File: src/rtl/conv1d_pe_stream.sv
`default_nettype none
// ============================================================================
// conv1d_pe_stream : streaming 1-D convolution PE with a loadable kernel,
//                    partial-sum chaining and valid/ready handshakes.
// Revision 1.0
// ============================================================================
module conv1d_pe_stream #(
    parameter int DATA_W     = 8,
    parameter int OUT_W      = 8,
    parameter int ACC_W      = 24,
    parameter int KERNEL_LEN = 3,
    parameter int SHIFT      = 0
) (
    input  logic                              clk,
    input  logic                              rst,
    input  logic                              kernel_wr,
    input  logic [$clog2(KERNEL_LEN)-1:0]     kernel_idx,
    input  logic signed [DATA_W-1:0]          kernel_data,
    input  logic                              flush,
    input  logic                              in_valid,
    output logic                              in_ready,
    input  logic signed [DATA_W-1:0]          ifmap_in,
    input  logic signed [OUT_W-1:0]           partial_sum_in,
    output logic                              out_valid,
    input  logic                              out_ready,
    output logic signed [OUT_W-1:0]           output_sum,
    output logic                              primed
);

    localparam int IDX_W  = $clog2(KERNEL_LEN);
    localparam int PROD_W = 2 * DATA_W;
    localparam logic [IDX_W-1:0] FILL_LAST = IDX_W'(KERNEL_LEN - 1);
    localparam logic signed [ACC_W-1:0] SAT_MAX = {{(ACC_W-OUT_W+1){1'b0}}, {(OUT_W-1){1'b1}}};
    localparam logic signed [ACC_W-1:0] SAT_MIN = {{(ACC_W-OUT_W+1){1'b1}}, {(OUT_W-1){1'b0}}};

    typedef enum logic [0:0] {
        ST_FILL = 1'b0,
        ST_RUN  = 1'b1
    } state_t;

    state_t                   state;
    logic [IDX_W-1:0]         fill_cnt;
    logic signed [DATA_W-1:0] weight   [KERNEL_LEN];
    logic signed [DATA_W-1:0] win      [KERNEL_LEN];
    logic signed [DATA_W-1:0] win_next [KERNEL_LEN];
    logic signed [ACC_W-1:0]  tap_ext  [KERNEL_LEN];
    logic signed [ACC_W-1:0]  acc;
    logic signed [ACC_W-1:0]  res;
    logic signed [OUT_W-1:0]  sat;
    logic                     accept;
    logic                     produce;

    // Single-entry output register: accept new work only if it is empty or draining now.
    assign in_ready = rst && !flush && (!out_valid || out_ready);
    assign accept   = in_valid && in_ready;
    assign produce  = accept && ((state == ST_RUN) || (fill_cnt == FILL_LAST));
    assign primed   = (state == ST_RUN);

    // The output uses the window as it will look after this accept's shift.
    for (genvar k = 0; k < KERNEL_LEN; k++) begin : g_tap
        logic signed [PROD_W-1:0] w_ext;
        logic signed [PROD_W-1:0] x_ext;
        logic signed [PROD_W-1:0] prod;

        if (k == KERNEL_LEN - 1) begin : g_newest
            assign win_next[k] = ifmap_in;
        end else begin : g_shift
            assign win_next[k] = win[k+1];
        end

        assign w_ext      = {{DATA_W{weight[k][DATA_W-1]}}, weight[k]};
        assign x_ext      = {{DATA_W{win_next[k][DATA_W-1]}}, win_next[k]};
        assign prod       = w_ext * x_ext;
        assign tap_ext[k] = {{(ACC_W-PROD_W){prod[PROD_W-1]}}, prod};
    end

    always_comb begin
        acc = {{(ACC_W-OUT_W){partial_sum_in[OUT_W-1]}}, partial_sum_in};
        for (int k = 0; k < KERNEL_LEN; k++) begin
            acc = acc + tap_ext[k];
        end
        res = acc >>> SHIFT;
        if (res > SAT_MAX) begin
            sat = SAT_MAX[OUT_W-1:0];
        end else if (res < SAT_MIN) begin
            sat = SAT_MIN[OUT_W-1:0];
        end else begin
            sat = res[OUT_W-1:0];
        end
    end

    always_ff @(posedge clk) begin
        if (!rst) begin
            state      <= ST_FILL;
            fill_cnt   <= '0;
            out_valid  <= 1'b0;
            output_sum <= '0;
            for (int k = 0; k < KERNEL_LEN; k++) begin
                weight[k] <= '0;
                win[k]    <= '0;
            end
        end else begin
            // Indices beyond KERNEL_LEN-1 match no tap and are dropped.
            for (int k = 0; k < KERNEL_LEN; k++) begin
                if (kernel_wr && (kernel_idx == IDX_W'(k))) begin
                    weight[k] <= kernel_data;
                end
            end

            if (flush) begin
                state    <= ST_FILL;
                fill_cnt <= '0;
                for (int k = 0; k < KERNEL_LEN; k++) begin
                    win[k] <= '0;
                end
            end else if (accept) begin
                for (int k = 0; k < KERNEL_LEN; k++) begin
                    win[k] <= win_next[k];
                end
                if (state == ST_FILL) begin
                    if (fill_cnt == FILL_LAST) begin
                        state <= ST_RUN;
                    end else begin
                        fill_cnt <= fill_cnt + 1'b1;
                    end
                end
            end

            if (produce) begin
                out_valid  <= 1'b1;
                output_sum <= sat;
            end else if (out_ready) begin
                out_valid <= 1'b0;
            end
        end
    end

endmodule
`default_nettype wire
File: config.mk
export PLATFORM = sky130hd
export DESIGN_NAME = conv1d_pe_stream
export DESIGN_NICKNAME = d
export VERILOG_FILES = /design/src/rtl/conv1d_pe_stream.sv
export SDC_FILE = /design/constraint.sdc
export NUM_CORES = 1
export LEC_CHECK = 0
export CAP_MARGIN = 15
export CORE_AREA = 2 2 185 114
export DETAILED_ROUTE_END_ITERATION = 16
export DIE_AREA = 0 0 187 116
export DONT_BUFFER_PORTS = 1
export HOLD_SLACK_MARGIN = 0.12
export PLACE_DENSITY = 0.74
export SLEW_MARGIN = 15
export SYNTH_ARGS = -nofsm -noshare
export SYNTH_HDL_FRONTEND = slang
export SYNTH_SLANG_ARGS = --single-unit
export TNS_END_PERCENT = 50
File: constraint.sdc
create_clock -name clk -period 10.1 [get_ports clk]
set_input_delay 2.02 -clock clk [delete_from_list [all_inputs] [get_ports clk]]
set_output_delay 2.02 -clock clk [all_outputs]
set_load 0.1 [all_outputs]
Word level (Yosys, flattened, before mapping)
Memories as Yosys holds them, arrays and structs flattened.
Index checks and enable logic that the tools add are counted.
{ "word_totals": {"output_inout_bits": 11, "ram_bits": 48, "wordCells": 77, "ff_bits": 12, "input_bits": 32, "n_memories": 2} }
{ "classes": {"n_mux": 32, "reduce_logical": 15, "addsub": 4, "n_eq_ne": 3, "mul": 3, "bitwise_logic": 12, "n_lt_le_gt_ge": 2} }
{ "mem_list": {"columns": ["name", "words", "word_bits", "read_ports", "rd_clocked_by_memory_dff", "wr", "line_no", "rtl"], "rows": [
  ["weight", 3, 8, 3, 0, 3, "43", "logic signed [DATA_W-1:0] weight [KERNEL_LEN];"],
  ["win", 3, 8, 2, 0, 3, "44", "logic signed [DATA_W-1:0] win [KERNEL_LEN];"]
]} }
{ "op_table": {"columns": ["op", "n"], "rows": [
  ["8-bit 2-to-1 mux", 11],
  ["8-bit by 8-bit multiplier with 16-bit output", 3],
  ["1-bit 2-to-1 mux", 21],
  ["18-bit by 16-bit adder with 19-bit output", 1],
  ["19-bit by 8-bit > comparator with 1-bit output (second input constant)", 1],
  ["19-bit by 8-bit < comparator with 1-bit output (second input constant)", 1],
  ["17-bit by 16-bit adder with 18-bit output", 1],
  ["8-bit by 16-bit adder with 17-bit output", 1],
  ["1-bit bitwise OR", 9],
  ["1-bit logical AND", 7],
  ["2-bit == test (second input constant)", 2],
  ["1-bit inverter", 3],
  ["3-bit AND reduction", 1],
  ["2-bit by 1-bit adder with 2-bit output (second input constant)", 1],
  ["2-bit by 1-bit == test with 1-bit output (second input constant)", 1],
  ["1-bit logical NOT", 2],
  ["2-bit logical NOT", 1],
  ["1-bit logical OR", 2],
  ["2-bit nonzero test", 1],
  ["2-bit OR reduction", 1]
]} }

Longest topological paths before layout
{ "logic_depth": {"depth_word": 9, "ltp_mapped": 25, "mapped_depth_nobuf": 25} }

Worst setup path after synthesis
OpenSTA, ideal clock, no wires.
{ "synth_timing": {"path_type": "input-to-reg", "from": "input ifmap_in[0]", "to": "register output_sum[0]", "setup_time_ns": 0.128, "slack_ns": 2.063, "required_ns": 9.972, "n_path_buf": 0, "stages": 21, "arrival_ns": 7.910, "path_cell_list": "nand2_1 > inv_1 > fa_1 > fa_1 > inv_1 > fa_1 > inv_1 > fa_1 > fa_1 > fa_1 > inv_1 > fa_1 > inv_1 > ha_1 > o21ai_0 > nor3_1 > a2111oi_0 > o311ai_0 > nor4_1 > o2bb2ai_2 > o22ai_1"} }
{ "synth_via": {"elab_chain_len": 5, "word_cells_on_any_way": 6, "classes_between": "add/sub: 1; mul: 1; order compare: 2; mux: 2"} }
{ "synth_lines": {"columns": ["item", "line_no", "rtl"], "rows": [
  ["start: declaration", "22", "input logic signed [DATA_W-1:0] ifmap_in,"],
  ["8-bit by 8-bit multiplier with 16-bit output (*)", "73", "assign prod = w_ext * x_ext;"],
  ["18-bit by 16-bit adder with 19-bit output (*)", "80", "acc = acc + tap_ext[k];"],
  ["19-bit by 8-bit < comparator with 1-bit output", "85", "end else if (res < SAT_MIN) begin"],
  ["8-bit 2-to-1 mux", "85", null],
  ["8-bit 2-to-1 mux (*)", "83", "if (res > SAT_MAX) begin"],
  ["end signal: assignment", "131", "output_sum <= sat;"],
  ["end: declaration", "26", "output logic signed [OUT_W-1:0] output_sum,"]
]} }
Mark *: on every way between the ends. The rest lies on a longest branch, timed or not.
A chain may end at the register's enable or synchronous reset.

Worst setup path after layout
{ "layout_timing": {"from": "input ifmap_in[0]", "to": "register output_sum[6]"} }
The elaborated chain is that of the path after synthesis.

==> flow_metrics.tcl <==
set metrics [dict create \
    drt-total-wl_um 24700 \
    core_area_um2 19900 \
    ys_types 52 \
    io_buffer_count 0 \
    drive_gt1_share_pct 1.98 \
    path_max_fanout 9 \
    r2r_end "output_sum[6]$_SDFFE_PN0P_" \
    grt_pass1_vias 7424 \
    cp-start-kind "input port" \
    reg2reg_slack_ns 2.91 \
    hp-class "register to register" \
    setup_violations 0 \
    rows 40 \
    num_antenna_cells 0 \
    post_cts_buffers 0 \
    drt_first_pass_iters 5 \
    overflow 0 \
    syn_area_um2 10800 \
    grt_max_degree 19 \
    post_drt_wl_per_cell_um 18.5 \
    nets 1431 \
    pin_count 43 \
    syn_nets 1429 \
    hold_viol_final 0 \
    cts_tree "done" \
    ant_nets 0 \
    async_flop_share_pct 0 \
    synth_top_family_by_area "adder cells" \
    setup_tns_ns 0 \
    grtUsageTotal_pct 25.5 \
    yosys_warnings 0 \
    status "complete, no violations" \
    hold-path-cell-count 2 \
    synth-compound-area-share_pct 4.27 \
    die_w_um 187 \
    crit_type "input port to register" \
    maxSlewViolCount 0 \
    antenna_found_initial 1 \
    whs_endpoint "fill_cnt[1]$_SDFFE_PP0P_" \
    globalplace.congestion 0.880 \
    yosys.area_share.adder_pct 56.4 \
    regToRegStartpoint "win[2][0]$_SDFFCE_PN0P_" \
    final_core_util_pct 57.1 \
    cts_made_buffers 5 \
    required_ns 10.28 \
    drc 0 \
    die_h_um 116 \
    netlist_instances 1059 \
    holdWs_ns 0.504 \
    r2r_cells 20 \
    layout_common_cells "305 x inv_1, 252 x fa_1, 119 x and2_1" \
    endpoint_kind "register" \
    muxShareOfSynthArea_pct 0 \
    arrival_ns 8.47 \
    clk_path_buf_depth 2 \
    avgSynthCellArea_um2 10.2 \
    slew_headroom_pct 27.1 \
    fmax_mhz 121 \
    vias_per_cell 5.14 \
    insertion_delay_ns 0.30 \
    die_area_um2 21700 \
    finClkSkew_ns 0.00735 \
    yosys.area_share.xor_xnor_pct 1.77 \
    layout_commonest_cell "inv_1" \
    hold_buffers 0 \
    grt_pass1_wl_um 41600 \
    layout_min_cycle_time_ns 8.29 \
    cts_resized 0 \
    htree_levels 2 \
    min_from "fill_cnt[1]$_SDFFE_PP0P_" \
    ys_ff_latch 52 \
    root_buffer "clkbuf_16" \
    cap_violations 0 \
    rsz0062_at_grt "false" \
    synth_ff_type "edfxtp_1" \
    start_util_pct 54.6 \
    synth_simple_gate_area_share_pct 13.4 \
    synth-edff-count 40 \
    syn_to_final_growth_pct 4.52 \
    hpwl_um 22200 \
    drt_iter0_drc 460 \
    clock_sinks 52 \
    fin_crit_sh_pct 82.1 \
    vias 6863 \
    ys_seq_area_share_pct 13.3 \
    tightestPinTransition_ns 1.09 \
    cts.reportedPaths.clkPinSlew_ns 0.07 \
]
==> synth_stat cells (2+ instances only) <==
cell,instances,area (um2)
ha_1,86,1080
nand4_1,2,12.5
nor2b_4,2,27.5
clkinv_1,2,7.51
nor4_1,4,25.0
nand2_1,67,251
inv_1,305,1140
xnor2_1,16,140
nand3_1,4,20.0
o21a_1,2,15.0
a31oi_1,6,37.5
and3_1,17,106
or2_2,4,25.0
o211ai_1,7,52.6
nor2_1,27,101
a211oi_1,4,30.0
clkbuf_1,6,22.5
nor3b_1,3,22.5
o22ai_1,7,43.8
a21oi_1,9,45.0
nor2b_1,2,12.5
dfxtp_1,12,240
o21ai_0,15,75.1
nor3_1,3,15.0
xor2_1,4,35.0
nand2b_1,8,50.1
o21ai_2,2,17.5
edfxtp_1,40,1200
and2_1,119,744
fa_1,252,5040
==> critical path, cell delays in order <==
cell	delay (ns)
nand2_1	0.09
inv_1	0.10
fa_1	0.64
fa_1	0.69
inv_1	0.12
fa_1	0.52
inv_1	0.06
fa_1	0.43
fa_1	0.50
fa_1	0.55
inv_1	0.05
fa_1	0.48
inv_1	0.04
ha_1	0.31
o21ai_0	0.40
nor3_1	0.08
a2111oi_0	0.39
o311ai_0	0.24
nor4_1	0.37
o2bb2ai_2	0.23
o22ai_1	0.14
==> through the flow <==
step | setup slack [ns] | instance area, um2 | std cells
5_1_grt | 1.23 | 11300 | 1335
3_5_place_dp | 1.51 | 11200 | 1327
3_3_place_gp | 1.67 | 11200 | 1327
4_1_cts | 1.79 | 11300 | 1335
6_report | 1.81 | 11300 | 1335
2_1_floorplan | 2.06 | 10800 | 1059
==> registers in the layout, summed over array words and instances (netlist names) <==
| signal | count |
|---|---|
| weight | 24 |
| win | 16 |
| output_sum | 8 |
| fill_cnt | 2 |
| out_valid | 1 |
| primed | 1 |
==> logic make-up after synthesis <==
kind of cell | after synthesis
DFF | 52
xor gates and xnor gates | 21
and+or+nand+nor | 267
buffers and inverters | 313
adders and majority gates | 338
AOI/OAI and AO/OA | 68
==> cell type report <==
class	instances	area (um2)
tap	273	342
timing repair buffer	1	7.51
clock buffer	6	129
inverter	307	1150
clock inverter	2	35.0
fill	1723	8530
sequential	52	1440
multi-input combinational	694	8230
==> how the worst max path moves through the flow <==
stage | start | endpoint | slack [ns] | depth (start not counted)
4_1_cts | ifmap_in[0] | output_sum[5]$_SDFFE_PN0P_ | 1.79 | 21
6_report | ifmap_in[0] | output_sum[6]$_SDFFE_PN0P_ | 1.81 | 21
3_3_place_gp | ifmap_in[0] | output_sum[4]$_SDFFE_PN0P_ | 1.67 | 21
5_1_grt | ifmap_in[0] | output_sum[4]$_SDFFE_PN0P_ | 1.23 | 21
3_5_place_dp | ifmap_in[0] | output_sum[5]$_SDFFE_PN0P_ | 1.51 | 21
2_1_floorplan | ifmap_in[0] | output_sum[0]$_SDFFE_PN0P_ | 2.06 | 21
==> per-layer routing <==
| layer | track usage (%) | wire (um) | vias up |
|---|---|---|---|
| met3 | 9.69 | 2900 | 13 |
| met5 | 0 | 13 | - |
| met2 | 35.0 | 9490 | 252 |
| met4 | 2.06 | 104 | 2 |
| met1 | 39.8 | 12100 | 3435 |
| li1 | - | - | 3161 |
Power is not shown: default switching activity piles up to over one toggle a cycle in this logic, so the estimate is an artifact.
